**src/rtl/updown_counter_if.sv**
```systemverilog
// Bus bundle for updown_counter: control inputs and count/decode outputs.
interface updown_counter_if #(
  parameter int WIDTH   = 10,
  parameter int NUM_CMP = 2
);
  logic                     en;
  logic [1:0]               ctrl;
  logic [WIDTH-1:0]         load_val;
  logic [WIDTH-1:0]         limit;
  logic                     saturate;
  logic [NUM_CMP*WIDTH-1:0] cmp_val;
  logic [WIDTH-1:0]         Q;
  logic                     roll;
  logic                     at_limit;
  logic                     at_zero;
  logic [NUM_CMP-1:0]       cmp_hit;

  // The controller side drives commands and observes the count.
  modport master (
    output en, ctrl, load_val, limit, saturate, cmp_val,
    input  Q, roll, at_limit, at_zero, cmp_hit
  );

  // The counter side consumes commands and produces the count.
  modport slave (
    input  en, ctrl, load_val, limit, saturate, cmp_val,
    output Q, roll, at_limit, at_zero, cmp_hit
  );
endinterface

```
**src/rtl/updown_counter.sv**
```systemverilog
// Up/down counter with runtime limit, wrap/saturate, load, prescaler and
// compare channels. Q and roll are registered; the flags decode from Q.
module updown_counter #(
  parameter int WIDTH    = 10,
  parameter int PRESCALE = 1,
  parameter int NUM_CMP  = 2
) (
  input  logic              clk,
  input  logic              reset,
  updown_counter_if.slave   bus
);

  // A prescaler of 1 still needs a one-bit register so the compare is legal.
  localparam int PW = (PRESCALE > 1) ? $clog2(PRESCALE) : 1;
  localparam logic [PW-1:0] PLAST = PW'(PRESCALE - 1);

  typedef enum logic [1:0] {
    CTRL_HOLD = 2'b00,
    CTRL_UP   = 2'b01,
    CTRL_DOWN = 2'b10,
    CTRL_LOAD = 2'b11
  } ctrl_t;

  logic [WIDTH-1:0] q;
  logic [WIDTH-1:0] q_next;
  logic [PW-1:0]    pcnt;
  logic [PW-1:0]    pcnt_next;
  logic             roll;
  logic             roll_next;
  logic             qualify;
  ctrl_t            op;

  // Next-state decode: load beats stepping; a step only fires on the last
  // prescale phase, and every branch keeps Q inside 0..limit.
  always_comb begin
    q_next    = q;
    pcnt_next = pcnt;
    roll_next = 1'b0;
    op        = ctrl_t'(bus.ctrl);
    qualify   = bus.en && ((op == CTRL_UP) || (op == CTRL_DOWN));

    if (op == CTRL_LOAD) begin
      q_next    = (bus.load_val > bus.limit) ? bus.limit : bus.load_val;
      pcnt_next = '0;
    end else if (qualify) begin
      if (pcnt != PLAST) begin
        pcnt_next = pcnt + 1'b1;
      end else begin
        pcnt_next = '0;
        if (op == CTRL_UP) begin
          if (q < bus.limit) begin
            q_next = q + 1'b1;
          end else if (bus.saturate) begin
            q_next = bus.limit;
          end else begin
            q_next    = '0;
            roll_next = 1'b1;
          end
        end else begin
          if (q > bus.limit) begin
            q_next = bus.limit;
          end else if (q != '0) begin
            q_next = q - 1'b1;
          end else if (bus.saturate) begin
            q_next = '0;
          end else begin
            q_next    = bus.limit;
            roll_next = 1'b1;
          end
        end
      end
    end
  end

  // State register; reset restarts both the count and the prescale phase.
  always_ff @(posedge clk) begin
    if (reset) begin
      q    <= '0;
      pcnt <= '0;
      roll <= 1'b0;
    end else begin
      q    <= q_next;
      pcnt <= pcnt_next;
      roll <= roll_next;
    end
  end

  assign bus.Q        = q;
  assign bus.roll     = roll;
  assign bus.at_limit = (q == bus.limit);
  assign bus.at_zero  = (q == '0);

  // Compare decode against each channel's slice of cmp_val.
  always_comb begin
    bus.cmp_hit = '0;
    for (int i = 0; i < NUM_CMP; i++) begin
      bus.cmp_hit[i] = (q == bus.cmp_val[i*WIDTH +: WIDTH]);
    end
  end

endmodule

```
**src/flat_wrapper.sv**
```systemverilog
// flat-port wrapper written by rule: the top's interface ports become plain ports
module updown_counter_flat 
#(
  parameter int WIDTH    = 10,
  parameter int PRESCALE = 1,
  parameter int NUM_CMP  = 2
)
  (clk, reset, bus_en, bus_ctrl, bus_load_val, bus_limit, bus_saturate, bus_cmp_val, bus_Q, bus_roll, bus_at_limit, bus_at_zero, bus_cmp_hit);
  updown_counter_if #(.WIDTH(WIDTH), .NUM_CMP(NUM_CMP)) bus_i ();
  input  logic clk;
  input  logic reset;
  input wire logic [$bits(bus_i.en)-1:0] bus_en;
  input wire logic [$bits(bus_i.ctrl)-1:0] bus_ctrl;
  input wire logic [$bits(bus_i.load_val)-1:0] bus_load_val;
  input wire logic [$bits(bus_i.limit)-1:0] bus_limit;
  input wire logic [$bits(bus_i.saturate)-1:0] bus_saturate;
  input wire logic [$bits(bus_i.cmp_val)-1:0] bus_cmp_val;
  output wire logic [$bits(bus_i.Q)-1:0] bus_Q;
  output wire logic [$bits(bus_i.roll)-1:0] bus_roll;
  output wire logic [$bits(bus_i.at_limit)-1:0] bus_at_limit;
  output wire logic [$bits(bus_i.at_zero)-1:0] bus_at_zero;
  output wire logic [$bits(bus_i.cmp_hit)-1:0] bus_cmp_hit;
  assign bus_i.en = bus_en;
  assign bus_i.ctrl = bus_ctrl;
  assign bus_i.load_val = bus_load_val;
  assign bus_i.limit = bus_limit;
  assign bus_i.saturate = bus_saturate;
  assign bus_i.cmp_val = bus_cmp_val;
  assign bus_Q = bus_i.Q;
  assign bus_roll = bus_i.roll;
  assign bus_at_limit = bus_i.at_limit;
  assign bus_at_zero = bus_i.at_zero;
  assign bus_cmp_hit = bus_i.cmp_hit;
  updown_counter #(.WIDTH(WIDTH), .PRESCALE(PRESCALE), .NUM_CMP(NUM_CMP)) u_core (.clk(clk), .reset(reset), .bus(bus_i));
endmodule
```
**config.mk**
```make
export PLATFORM = sky130hd
export DESIGN_NAME = updown_counter_flat
export DESIGN_NICKNAME = d
export VERILOG_FILES = /design/src/rtl/updown_counter_if.sv /design/src/rtl/updown_counter.sv /design/src/flat_wrapper.sv
export SDC_FILE = /design/constraint.sdc
export NUM_CORES = 1
export LEC_CHECK = 0
export ABC_AREA = 0
export CAP_MARGIN = 10
export CORE_MARGIN = 3
export CORE_UTILIZATION = 44
export DETAILED_ROUTE_END_ITERATION = 8
export PLACE_DENSITY_LB_ADDON = 0.25
export SETUP_SLACK_MARGIN = 0.15
export SYNTH_ARGS = -nofsm -noshare
export SYNTH_HDL_FRONTEND = slang
export SYNTH_SLANG_ARGS = --single-unit
```
**constraint.sdc**
```tcl
create_clock -name clk -period 2.7 [get_ports clk]
set_clock_uncertainty 0.1 [all_clocks]
set_input_delay 0.405 -clock clk [delete_from_list [all_inputs] [get_ports clk]]
set_output_delay 0.405 -clock clk [all_outputs]
set_load 0.02 [all_outputs]
```
==> summary.md <==
| Metric | Value |
|---|---|
| Status | complete, no violations |
| Register cell area after layout | 225 µm² |
| Number of distinct library cells after synthesis | 44 |
| Worst VDD drop | 0.351 mV |
| Vias/cell | 5.92 |
| Max frequency | 402 MHz |
| Placed cell count | 414 |
| P&R area growth vs syn | 60.0% |
| Die Ht | 73.8 µm |
| Fin. max-slew vios | 0 |
| CP bufs+invs | 3 |
| Post-DRT Antenna Nets | 0 |
| CP Class | flop to primary output |
| CTS tree | built |
| Via count | 2515 |
| Nets | 444 |
| Slowest stage delay, CP | 0.48 ns |
| Post-layout util | 73.9% |
| Clk slew on worst S/H paths | 0.06 ns |
| Core Area | 0.00438 mm² |
| Syn nets | 343 |
| Largest net degree at the start of global routing | 15 |
| RSZ-0062 raised after global routing | false |
| I/O pins | 61 |
| RD Place Congestion | 0.973 |
| Mapped cell area | 0.00202 mm² |
| Root Driver | clkbuf_8 |
| Post-Layout Cell Count | 425 |
| Post-route minimum period | 2.48 ns |
| Worst-skew pair later-pin latency | 0.24 ns |
| Actual slew at the worst max-slew pin | 0.671 ns |
| Die span in x | 73.8 µm |
| Cell Chain, Critical Path | inv_1 -> ha_4 -> or4b_4 -> or3_4 -> clkinv_4 -> clkdlybuf4s15_2 |
| Worst slack at placement | -0.265 ns |
| Avg Synthesized Cell Area | 7.42 µm² |
| ANT cells | 0 |
| Initial antenna violation count | 0 |
| Starting Density | 46.2% |
| FF+latch count, synth | 11 |
| Total power per unit cell area | 518 mW/mm² |
| Number of global-route vias before repair | 2432 |
| H-Tree Depth | 1 |
| Hold WS | 0.572 ns |
| Fraction of layout cells with a size suffix above 1 | 23.9% |
| Hold Vio Cnt, Final | 0 |
| Period utilization | 92.0% |
| Worst path top cell family by delay | simple AND/OR/NAND/NOR gates |
| Overall routed net length | 7480 µm |
| Arrival time at the worst endpoint | 1.98 ns |
| Max Fanout on Critical Path | 3 |
| All-Layer GR Usage | 27.7% |
| Crit end category | primary output |
| DR pass1 iterations | 4 |
| Multi-input logic area | 0.00180 mm² |
| Port Buffers | 60 |
| Maximum clock path buffer count | 2 |
| Clock sink count | 11 |
| GRT Residual Overflow | 0 |
| Slowest CP cell | or4b_4 |
| Die ar. | 0.00545 mm² |
| Total CTS buffers | 3 |
| Post-synth EDFFs | 0 |
| Final Worst Setup Slack | 0.215 ns |
| # rows | 24 |
| Residual DRC | 0 |
| Async SR Flop Fraction | 0% |
| Sequential element share of the synthesized area | 10.9% |
| Post-synthesis cell count | 273 |
| Post-DP HPWL | 5620 µm |
| P_leak | 0.00139 µW |
| Startpoint types | flop |
| Setup-failing EPs final | 0 |
| Worst min path class | flop to flop |
| Max-Cap Viols | 0 |
| Routed wire per std cell | 17.6 µm |
| Fillers | 324 |
| Slew margin rel. | 55.2% |
| R2r setup slk | 0.23 ns |
| Most used DFF post-synth | dfxtp_1 |
| Worst EP required | 2.19 ns |
| Syn. warnings | 0 |
| First-pass GRT wire length | 11700 µm |
| Drt initial violations | 169 |
==> cell usage after synthesis (all sizes together), types with 7 or more instances <==
library cell / instances / area share (%)
nand2: 31 / 5.7
clkbuf: 12 / 2.2
nor4: 8 / 2.5
mux2i: 11 / 5.4
nand2b: 8 / 2.5
nand3: 7 / 1.7
xor2: 14 / 6.1
nor2: 14 / 2.6
dfxtp: 11 / 11
xnor2: 20 / 8.7
a21oi: 14 / 3.8
nor3: 7 / 1.7
ha: 24 / 15
inv: 17 / 3.2
nand4: 8 / 2.5
==> registers in the layout, indices dropped and copies added (netlist names) <==
name             count
u_core.bus.Q        10
u_core.bus.roll      1
==> kinds of logic (layout without fill, tap and decap cells) <==
group                      after synthesis  in the layout  share of synthesized area, %
and+or+nand+nor                         93             93                          23.3
buffers and inverters                   36            136                          7.23
xor gates and xnor gates                34             34                          14.7
adders and majority gates               24             24                          14.8
muxes                                   11             11                          5.44
AOI/OAI and AO/OA                       64             64                          23.6
DFF                                     11             11                          10.9
==> area by class of cell <==
type / count / share of cell area [%]
multi-input combinational: 226 / 55.7
timing repair buffer: 114 / 31.7
sequential: 11 / 6.96
inverter: 18 / 2.24
tap: 52 / 2.01
clock buffer: 4 / 1.39
==> per-stage QoR <==
stage / instance area [µm²] / total power, µW / setup TNS [ns]
finish: 3240 / 1680 / 0
global route: 3240 / 1790 / 0
CTS: 3180 / 1610 / 0
detailed placement: 2990 / 1340 / -2.34
global placement: 2990 / 1320 / -1.85
floorplan: 2060 / 909 / 0
==> worst paths after layout <==
path         depth (start not counted)              end             from
min                                  1  u_core.bus.Q[7]  u_core.bus.Q[7]
max reg2reg                         10  u_core.bus.Q[6]  u_core.bus.Q[1]
max                                  6      bus_at_zero  u_core.bus.Q[1]
min reg2reg                          1  u_core.bus.Q[7]  u_core.bus.Q[7]
==> report_power, final <==
| group | switching (µW) | internal, µW |
|---|---|---|
| logic | 650 | 612 |
| clock network | 71.4 | 104 |
| registers | 41.5 | 199 |
==> metal layers <==
| layer | share of wire (%) | track usage (%) |
|---|---|---|
| met1 | 42 | 35.4 |
| met2 | 48 | 45.9 |
| met3 | 5.6 | 4.79 |
| met4 | 3.8 | 10.7 |
| met5 | 0 | 0 |
==> repair_timing <==
| action | 4_1_cts | 5_1_grt |
|---|---|---|
| pin swaps | 8 | 4 |
| resized for setup | 33 | 14 |
| hold buffers | 0 | 0 |
| buffers inserted | 7 | 0 |
| endpoints found under the setup margin | 14 | 13 |
==> layout by cell type, fill, tap and decap left out, types with 3 or more instances in the layout <==
cell / instances
nand2_1: 31
xor2_1: 14
o211ai_1: 4
ha_4: 5
nor3_1: 4
a221o_1: 6
clkbuf_8: 3
nand3_1: 6
a21oi_2: 3
o21a_1: 4
mux2i_1: 10
nand2b_1: 8
ha_1: 19
a211o_1: 3
nand4_1: 8
o22ai_1: 5
a21oi_1: 10
nor4_1: 7
inv_2: 5
dlygate4sd2_1: 9
buf_4: 51
clkdlybuf4s50_1: 47
nor2_1: 14
dfxtp_1: 9
o21ai_0: 4
a221oi_1: 4
inv_1: 12
o21bai_1: 4
xnor2_1: 20
a311oi_1: 5
No activity file was read; power rests on OpenSTA's default activity.
